$ cat config.mk
export PLATFORM = sky130hd
export DESIGN_NAME = jtframe_i2s_tx_flat
export DESIGN_NICKNAME = d
export VERILOG_FILES = /design/src/rtl/jtframe_i2s_pkg.sv /design/src/rtl/jtframe_i2s_tx_if.sv /design/src/rtl/jtframe_i2s_fifo.sv /design/src/rtl/jtframe_i2s_tx.sv /design/src/flat_wrapper.sv
export SDC_FILE = /design/constraint.sdc
export NUM_CORES = 1
export LEC_CHECK = 0
export BUFFER_PORTS_ARGS = -buffer_cell sky130_fd_sc_hd__buf_4
export CORE_ASPECT_RATIO = 1.4
export CORE_UTILIZATION = 45
export DETAILED_ROUTE_END_ITERATION = 10
export PLACE_DENSITY = 0.7
export SLEW_MARGIN = 10
export SYNTH_ARGS = -nofsm -noshare
export SYNTH_HDL_FRONTEND = slang
export SYNTH_SLANG_ARGS = --single-unit
$ cat constraint.sdc
create_clock -name clk -period 5.1 [get_ports clk]
set_input_delay 0.765 -clock clk [delete_from_list [all_inputs] [get_ports clk]]
set_output_delay 0.765 -clock clk [all_outputs]
set_load 0.05 [all_outputs]
$ cat src/rtl/jtframe_i2s_pkg.sv
// rtl/jtframe_i2s_pkg.sv - shared types and slot-to-stream-bit helper for the I2S sink
// JTFRAME_I2S_LJ_EN selects left-justified bit mapping instead of I2S one-slot delay.
package jtframe_i2s_pkg;

  localparam int DEF_DW     = 16;
  localparam int FRAME_BITS = 2*DEF_DW;

  typedef struct packed {
    logic signed [DEF_DW-1:0] l;
    logic signed [DEF_DW-1:0] r;
  } stereo_t;

  // stream bit 0 is the MSB of L
  function automatic int stream_index(input int slot, input int frame_bits);
`ifdef JTFRAME_I2S_LJ_EN
    return slot;
`else
    return (slot == 0) ? frame_bits - 1 : slot - 1;
`endif
  endfunction

endpackage

$ cat src/rtl/jtframe_i2s_tx_if.sv
// rtl/jtframe_i2s_tx_if.sv - sample-strobed stereo input bundle
interface jtframe_i2s_tx_if #(
  parameter int DW = 16
);
  logic                 sample;
  logic signed [DW-1:0] l_in;
  logic signed [DW-1:0] r_in;

  modport master (output sample, l_in, r_in);
  modport slave  (input  sample, l_in, r_in);
endinterface

$ cat src/rtl/jtframe_i2s_fifo.sv
// rtl/jtframe_i2s_fifo.sv - small synchronous FIFO, pop evaluated before push
module jtframe_i2s_fifo #(
  parameter int W  = 32,
  parameter int AW = 2
) (
  input  logic         clk,
  input  logic         rst_n,
  input  logic         push,
  input  logic [W-1:0] din,
  input  logic         pop,
  output logic [W-1:0] dout,
  output logic         empty,
  output logic         full,
  output logic         dropped
);
  localparam int DEPTH = 1 << AW;

  logic [W-1:0]  mem [DEPTH];
  logic [AW-1:0] wr_ptr, rd_ptr;
  logic [AW:0]   count;
  logic          do_push, do_pop;

  assign empty   = (count == '0);
  assign full    = (count == (AW+1)'(DEPTH));
  assign do_pop  = pop && !empty;
  // a pop on the same cycle frees the slot a full FIFO needs
  assign do_push = push && (!full || do_pop);
  assign dropped = push && !do_push;
  assign dout    = mem[rd_ptr];

  always_ff @(posedge clk) begin
    if (do_push) mem[wr_ptr] <= din;
  end

  always_ff @(posedge clk) begin
    if (!rst_n) begin
      wr_ptr <= '0;
      rd_ptr <= '0;
      count  <= '0;
    end else begin
      if (do_push) wr_ptr <= wr_ptr + 1'b1;
      if (do_pop)  rd_ptr <= rd_ptr + 1'b1;
      unique case ({do_push, do_pop})
        2'b10:   count <= count + 1'b1;
        2'b01:   count <= count - 1'b1;
        default: ;
      endcase
    end
  end

endmodule

$ cat src/rtl/jtframe_i2s_tx.sv
// rtl/jtframe_i2s_tx.sv - FIFO-buffered stereo serializer to an I2S DAC
// JTFRAME_I2S_LJ_EN switches the serial format to left-justified.
module jtframe_i2s_tx
  import jtframe_i2s_pkg::*;
#(
  parameter int DW     = 16,
  parameter int CLKDIV = 4,
  parameter int AW     = 2
) (
  input  logic             clk,
  input  logic             rst_n,
  jtframe_i2s_tx_if.slave  snd,
  output logic             bclk,
  output logic             lrck,
  output logic             sdata,
  output logic             underrun,
  output logic             overflow
);
  localparam int FW = 2*DW;
  localparam int SW = $clog2(FW);
  localparam int CW = (CLKDIV > 1) ? $clog2(CLKDIV) : 1;
  localparam logic [SW-1:0] LAST    = SW'(FW-1);
  localparam logic [CW-1:0] DIV_TOP = CW'(CLKDIV-1);

  logic [CW-1:0] div;
  logic [SW-1:0] slot, slot_nx, bit_sel;
  logic [FW-1:0] hold, cur, head;
  logic          fall, load, pop, empty, full, dropped, bit_nx;

  assign fall    = (div == DIV_TOP) && bclk;
  assign slot_nx = (slot == LAST) ? '0 : slot + 1'b1;
  assign load    = fall && (slot_nx == LAST);
  assign pop     = load && !empty;

  jtframe_i2s_fifo #(.W(FW), .AW(AW)) u_fifo (
    .clk     (clk),
    .rst_n   (rst_n),
    .push    (snd.sample),
    .din     ({snd.l_in, snd.r_in}),
    .pop     (pop),
    .dout    (head),
    .empty   (empty),
    .full    (full),
    .dropped (dropped)
  );

  // cur holds the frame being shifted; hold is already the next frame by slot 0
  always_comb begin
    bit_sel = SW'(FW - 1 - stream_index(int'(slot_nx), FW));
`ifdef JTFRAME_I2S_LJ_EN
    bit_nx  = (slot_nx == '0) ? hold[bit_sel] : cur[bit_sel];
`else
    bit_nx  = cur[bit_sel];
`endif
  end

  always_ff @(posedge clk) begin
    if (!rst_n) begin
      div      <= '0;
      bclk     <= 1'b0;
      slot     <= LAST;
      lrck     <= 1'b1;
      sdata    <= 1'b0;
      underrun <= 1'b0;
      overflow <= 1'b0;
      hold     <= '0;
      cur      <= '0;
    end else begin
      underrun <= load && empty;
      if (dropped) overflow <= 1'b1;
      if (div == DIV_TOP) begin
        div  <= '0;
        bclk <= ~bclk;
      end else begin
        div  <= div + 1'b1;
      end
      if (fall) begin
        slot  <= slot_nx;
        lrck  <= (slot_nx >= SW'(DW));
        sdata <= bit_nx;
        if (slot_nx == '0) cur  <= hold;
        if (pop)           hold <= head;
      end
    end
  end

endmodule

$ cat src/flat_wrapper.sv
// flat-port wrapper written by rule: the top's interface ports become plain ports
module jtframe_i2s_tx_flat import jtframe_i2s_pkg::*;
#(
  parameter int DW     = 16,
  parameter int CLKDIV = 4,
  parameter int AW     = 2
)
  (clk, rst_n, bclk, lrck, sdata, underrun, overflow, snd_sample, snd_l_in, snd_r_in);
  jtframe_i2s_tx_if #(.DW(DW)) snd_i ();
  input  logic clk;
  input  logic rst_n;
  output logic bclk;
  output logic lrck;
  output logic sdata;
  output logic underrun;
  output logic overflow;
  input wire logic [$bits(snd_i.sample)-1:0] snd_sample;
  input wire logic [$bits(snd_i.l_in)-1:0] snd_l_in;
  input wire logic [$bits(snd_i.r_in)-1:0] snd_r_in;
  assign snd_i.sample = snd_sample;
  assign snd_i.l_in = snd_l_in;
  assign snd_i.r_in = snd_r_in;
  jtframe_i2s_tx #(.DW(DW), .CLKDIV(CLKDIV), .AW(AW)) u_core (.clk(clk), .rst_n(rst_n), .snd(snd_i), .bclk(bclk), .lrck(lrck), .sdata(sdata), .underrun(underrun), .overflow(overflow));
endmodule
=== Yosys cells after proc, flatten, opt, wreduce, memory -nomap -nowiden ===
Memory sizes are Yosys's and may differ from the RTL's. A register that Yosys moved wholly into a read port is not among the register bits.
Index checks and enable logic that the tools add are counted.

* Bits in registers: 51
* Latch bits: 0
* Bits in writable memories: 128
* Memory bits (read-only): 0
* Input bits: 35
* Output and inout port bits: 5
* Memories: 1

* Add/subtract/negate cells: 8
* Multiply operators: 0
* Divide/modulo/power cells: 0
* $lt $le $gt $ge: 2
* Equal/unequal tests: 6
* Shift operators: 0
* Muxes and demuxes: 7
* Bitwise operators: 2
* Reduce and logical (&&, ||, !) cells: 19

{| class="wikitable"
|+ Memory list
! name !! depth !! width !! rd ports !! clocked after memory_dff !! write ports !! line !! source
|-
| u_core.u_fifo.mem || 4 || 32 || 1 || 1 || 1 || jtframe_i2s_fifo.sv:18 || <nowiki>logic [W-1:0] mem [DEPTH];</nowiki>
|}

{| class="wikitable"
|+ Operators by type and width
! kind !! number
|-
| $eq A5 B5 Y1 const B || 2
|-
| $logic_not A5 Y1 || 2
|-
| $mux W5 || 2
|-
| $logic_and A1 B1 Y1 || 7
|-
| $add A2 B1 Y2 const B || 3
|-
| $lt A5 B6 Y1 const B || 1
|-
| $pmux W3 S2 || 1
|-
| $add A5 B1 Y5 const B || 1
|-
| $bmux W1 S5 || 1
|-
| $ge A5 B5 Y1 const B || 1
|-
| $sub A1 B5 Y5 const A || 1
|-
| $sub A5 B1 Y5 const B || 1
|-
| $eq A2 B2 Y1 const B || 2
|-
| $logic_not A1 Y1 || 4
|-
| $reduce_and A2 Y1 || 2
|-
| $add A3 B1 Y3 const B || 1
|-
| $eq A3 B3 Y1 const B || 1
|-
| $logic_not A3 Y1 || 1
|-
| $mux W1 || 3
|-
| $sub A3 B1 Y3 const B || 1
|-
| $eq A2 B1 Y1 const B || 1
|-
| $not A1 Y1 || 2
|-
| $reduce_bool A2 Y1 || 1
|-
| $reduce_or A2 Y1 || 1
|-
| $logic_or A1 B1 Y1 || 1
|}

=== Depth between registers and ports, before layout ===
* Word-level depth: 10
* Depth in mapped cells: 16

=== Cells and area by module ===
From an unflattened synthesis, not the netlist that was laid out.

* Cells, all modules: 559
* Area, all modules: 8426.8 sq um

{| class="wikitable"
|+ By module, submodules not included
! module !! times used !! cells each !! area an instance (sq um) !! seq. area each (sq um)
|-
| jtframe_i2s_fifo || 1 || 227 || 5138.7 || 4023.9
|-
| jtframe_i2s_tx || 1 || 332 || 3288.2 || 1501.4
|}

=== Worst setup path before layout ===
OpenSTA, ideal clock, no wires.

* Kind: register to register
* Start point: register u_core.slot[0]
* End point: register u_core.u_fifo.count[2]
* Arrival: 4.072 ns
* Data required time: 4.980 ns
* Path slack: 0.908 ns
* Stages on the path, launching flop included: 16
* Buffers on the path: 1
* Period minus slack after synthesis: 4.192 ns
* Cells stage by stage: dfxtp_1 > ha_1 > and3_1 > ha_1 > buf_2 > or2_2 > inv_2 > ha_1 > nand2_1 > or3_4 > nor4_4 > nand2b_1 > fa_1 > or3b_2 > o211a_1 > o31a_1

* Longest elaborated chain between the ends: 10
* Elaborated cells on any way between the ends: 13
* Those cells by class: 1 x add/sub; 4 x eq/ne; 2 x mux; 6 x reduce/logical

{| class="wikitable"
|+ Ends and longest elaborated chain
! element !! line !! source
|-
| from (decl) || jtframe_i2s_tx.sv:26 || <nowiki>logic [SW-1:0] slot, slot_nx, bit_sel;</nowiki>
|-
| from (signal assigned) || jtframe_i2s_tx.sv:78 || <nowiki>slot <= slot_nx;</nowiki>
|-
| $add A5 B1 Y5 or $eq A5 B5 Y1 (tied branches) || jtframe_i2s_tx.sv:31 || <nowiki>assign slot_nx = (slot == LAST) ? '0 : slot + 1'b1;</nowiki>
|-
| $mux W5 * || jtframe_i2s_tx.sv:31 ||
|-
| net u_core.slot_nx[0] || jtframe_i2s_tx.sv:26 ||
|-
| $eq A5 B5 Y1 * || jtframe_i2s_tx.sv:32 || <nowiki>assign load = fall && (slot_nx == LAST);</nowiki>
|-
| $logic_and A1 B1 Y1 * || jtframe_i2s_tx.sv:32 ||
|-
| $logic_and A1 B1 Y1 * || jtframe_i2s_tx.sv:33 || <nowiki>assign pop = load && !empty;</nowiki>
|-
| $logic_and A1 B1 Y1 * || jtframe_i2s_fifo.sv:25 || <nowiki>assign do_pop = pop && !empty;</nowiki>
|-
| $logic_or A1 B1 Y1 || jtframe_i2s_fifo.sv:27 || <nowiki>assign do_push = push && (!full || do_pop);</nowiki>
|-
| $logic_and A1 B1 Y1 || jtframe_i2s_fifo.sv:27 ||
|-
| $eq A2 B1 Y1 or $eq A2 B2 Y1 (tied branches) || jtframe_i2s_fifo.sv:43 || <nowiki>unique case ({do_push, do_pop})</nowiki>
|-
| $pmux W3 S2 or $reduce_bool A2 Y1 (tied branches) || -- ||
|-
| to (signal assigned) || jtframe_i2s_fifo.sv:44 || <nowiki>2'b10: count <= count + 1'b1;</nowiki>
|-
| to (signal assigned) || jtframe_i2s_fifo.sv:45 || <nowiki>2'b01: count <= count - 1'b1;</nowiki>
|-
| to (decl) || jtframe_i2s_fifo.sv:20 || <nowiki>logic [AW:0] count;</nowiki>
|}

The timed path passes the listed nets; every way through them passes the cells marked *.
A chain may end at the register's enable or synchronous reset.

=== Worst setup path in the final report ===
Same ends and word-level chain as after synthesis.

==> results by group <==
STA
  • RSZ-0062 raised after global routing: false
  • Final Max Tran Viols: 0
  • Hold Slack: 0.429 ns
  • Clock period minus worst slack: 4.38 ns
  • Setup violators final: 0
  • Clock Skew: 0.0128 ns
  • Hold Fails Final Rpt: 0
  • Normalized max-slew margin: 23.2%
  • F_max: 228 MHz
  • Crit share post-route: 86.0%
  • Worst-Margin Slew: 1.15 ns
  • Fin Setup TNS: 0 ns

Cells and area
  • Register area: 5510 um^2
  • # diodes: 0
  • Fillers: 1502
  • Multi-input logic area: 2580 um^2
  • Fraction of layout cells with a size suffix above 1: 20.8%
  • Post-layout net count: 655
  • Area growth, synth to finish: 14.6%

Global routing
  • Global route total overflow: 0
  • GRT Util Overall: 16.3%
  • First-pass GRT wire length: 24000 um
  • Vias in the first global route: 4798
  • Met2 usage: 28.2%
  • Most Used Layer, Global Route: met2
  • M3 GR Usage: 2.43%
  • Met1 Usage GRT: 20.5%
  • Initial antenna violation count: 0
  • Largest net degree at the start of global routing: 72

Worst setup path
  • Number of cells on the critical path: 14
  • Arrival time at the worst endpoint: 4.77 ns
  • Worst flop-to-flop path startpoint: u_core.slot[0]
  • Reg2reg path depth: 14
  • Worst path bufs/invs: 1
  • Most frequent CP cell: ha_1
  • Slowest-stage cell, CP: or3b_2
  • Worst reg2reg setup slack: 0.72 ns
  • Crit path max fanout: 16
  • Critical path type: reg2reg
  • CP delay by family, top: simple AND/OR/NAND/NOR gates
  • Crit-path cells: ha_1 -> and3_1 -> ha_1 -> or2_2 -> inv_2 -> ha_1 -> nand2_1 -> or3_4 -> nor4_4 -> nand2b_1 -> fa_1 -> or3b_2 -> o211a_1 -> o31a_1
  • Critical Path Source Type: register
  • CP max stage delay: 0.50 ns
  • CP Data Required Time: 5.49 ns
  • Reg-to-reg critical path endpoint: u_core.u_fifo.count[2]
  • Element type at the critical path end: register

Logic synthesis
  • Most common cell in the netlist: edfxtp_1
  • Syn avg cell area: 14.4 um^2
  • Synth Flop Type: edfxtp_1
  • Top cells by area, synth: edfxtp_1 (47%), dfxtp_1 (20%), mux4_2 (11%)
  • Seq/Total Area, Yosys: 66.8%
  • Post-synth EDFFs: 128
  • Commonest cells in the netlist: edfxtp_1 (128), dfxtp_1 (83), nand2_1 (77), nor2_1 (42), mux4_2 (40)
  • Async SR Flop Fraction: 0%
  • Cell taking the most area after synthesis: edfxtp_1
  • Yosys warns: 0
  • Synthesis-stage register bit count: 211
  • Synth Cell Area: 8240 um^2
  • Post-Synthesis Cells: 571
  • Synth unique cells: 47
  • Top cell type's share of synthesized area: 46.6%
  • Syn Nets: 617

Worst hold path
  • Hold endpoint: u_core.div[0]
  • Min-delay src: u_core.div[0]
  • Hold-critical path depth: 1
  • Worst Hold Class: reg2reg

Route
  • Remaining DRCs: 0
  • Initial drt markers: 217
  • Post-Route WL: 14200 um
  • Drt pass-1 iters: 4
  • Remaining antenna violation count: 0
  • Post-DR wirelength/cell: 16.4 um
  • Total number of vias: 4570
  • Vias/cell: 5.29

Power
  • Peak supply drop: 460 uV
  • Pwr dens: 372 nW/um^2
  • Share of power burned in registers: 53.6%
  • Sw frac: 20.6%
  • Comb pwr share: 4.0%
  • Pleak: 3.40 nW
  • Clock share of power: 42.5%
  • Sw Pwr: 725 uW
  • Cell Int Power: 2.79 mW

CTS
  • # hold bufs at CTS: 0
  • Worst-path clk slew: 0.06 ns
  • Clock latency at the later pin of the worst-skew pair: 0.50 ns
  • H-tree depth: 1
  • # Post-CTS Setup Buffers: 0
  • CTS tree: yes
  • CTS Buf Count: 21
  • CTS resizes: 0
  • Root Buffer: clkbuf_16
  • CTS sink cnt: 211
  • Clock Path Buffers: 3

Die
  • Die H: 162 um
  • Die area: 18900 um^2
  • Standard-cell rows: 58
  • Num ports: 40
  • Starting Density: 46.0%
  • Die width: 116 um
  • Core Region: 17900 um^2

Placed design
  • GPL Wtd Cong: 0.758
  • Buffers on Ports: 39
  • Hpwl dp: 8800 um

Job
  • Max cap viols: 0

Status
  • Status: completed
==> worst max path at each step <==
stage,start,to,slack [ns]
2_1_floorplan,u_core.slot[0],u_core.u_fifo.count[2],0.91
3_3_place_gp,u_core.slot[0],u_core.u_fifo.count[2],0.79
3_5_place_dp,u_core.slot[0],u_core.u_fifo.count[2],0.71
4_1_cts,u_core.slot[0],u_core.u_fifo.count[2],0.70
5_1_grt,u_core.slot[0],u_core.u_fifo.count[2],0.42
6_report,u_core.slot[0],u_core.u_fifo.count[2],0.72
==> sequential cells by signal, indices dropped and copies added, names as in the netlist <==
signal and cells:
u_core.cur 32, u_core.div 2, u_core.slot 5, u_core.u_fifo.wr_ptr 2
u_core.u_fifo.count 3, u_core.underrun 1, u_core.u_fifo.rd_ptr 2, u_core.lrck 1
u_core.sdata 1, u_core.overflow 1, u_core.hold 32, u_core.u_fifo.mem 128
u_core.bclk 1
==> layout make-up <==
cell class	count	area share, %
sequential	211	58.3
multi-input combinational	319	27.3
clock buffer	25	5.72
timing repair buffer	47	3.74
tap	240	3.18
clock inverter	13	1.34
inverter	9	0.358
==> power by group through the flow <==
stage | Clock, mW | Combinational, mW | Sequential (mW)
6_report | 1.49 | 0.139 | 1.88
5_1_grt | 1.60 | 0.154 | 1.89
4_1_cts | 1.52 | 0.143 | 1.88
3_5_place_dp | 0 | 0.143 | 1.92
3_3_place_gp | 0 | 0.136 | 1.92
2_1_floorplan | 0 | 0.0793 | 1.92
==> layer usage <==
layer	vias to the layer above	share of wire (%)
met4	0	2.7
met5	-	0
met3	27	3.4
met1	2271	42
li1	2193	-
met2	79	52
==> metrics by stage <==
step	cell area (um^2)	instances	total power, mW	setup WS, ns	util [%]
CTS	9440	864	3.54	0.699	52.7
floorplan	8240	571	2.00	0.908	-
global route	9440	864	3.64	0.421	52.7
detailed placement	8780	826	2.06	0.710	49.0
finish	9440	864	3.51	0.715	52.7
global placement	8780	826	2.05	0.793	49.0
==> cells in the final DEF (no fill, tap or decap), types with 3 or more instances in the layout <==
cell        synthesis  final
a21oi_1            35     35
clkinv_1            0      3
and2_1              4      4
clkinv_2            0      3
xor2_1              4      4
clkbuf_1           22      4
clkinvlp_4          0      3
edfxtp_1          128    128
nor2b_1             3      3
buf_4               0     47
inv_1               7      7
xnor2_1             7      7
nand2_1            77     77
dfxtp_1            83     81
nor2_1             42     42
clkbuf_16           0     21
nand2b_1            4      4
o21ai_0             9      9
ha_1               10     10
nand3_1            13     13
mux2i_1            33     33
nor3_1              5      5
mux4_2             40     40
==> cells by family after synthesis <==
family | synth area share, %
buf+inv | 2.00
fa+ha+maj | 1.76
compound gates | 4.58
simple gates | 8.74
flops | 66.8
xor+xnor | 1.17
mux | 14.9
==> worst register-to-register path: cells and delay by family, from the launching register on <==
family / cells / cell delay (ns)
AOI/OAI and AO/OA: 2 / 0.37
adders and majority gates: 4 / 1.33
and+or+nand+nor: 7 / 1.97
buffers and inverters: 1 / 0.24
DFF: 1 / 0.37
No activity file was read; power rests on OpenSTA's default activity.
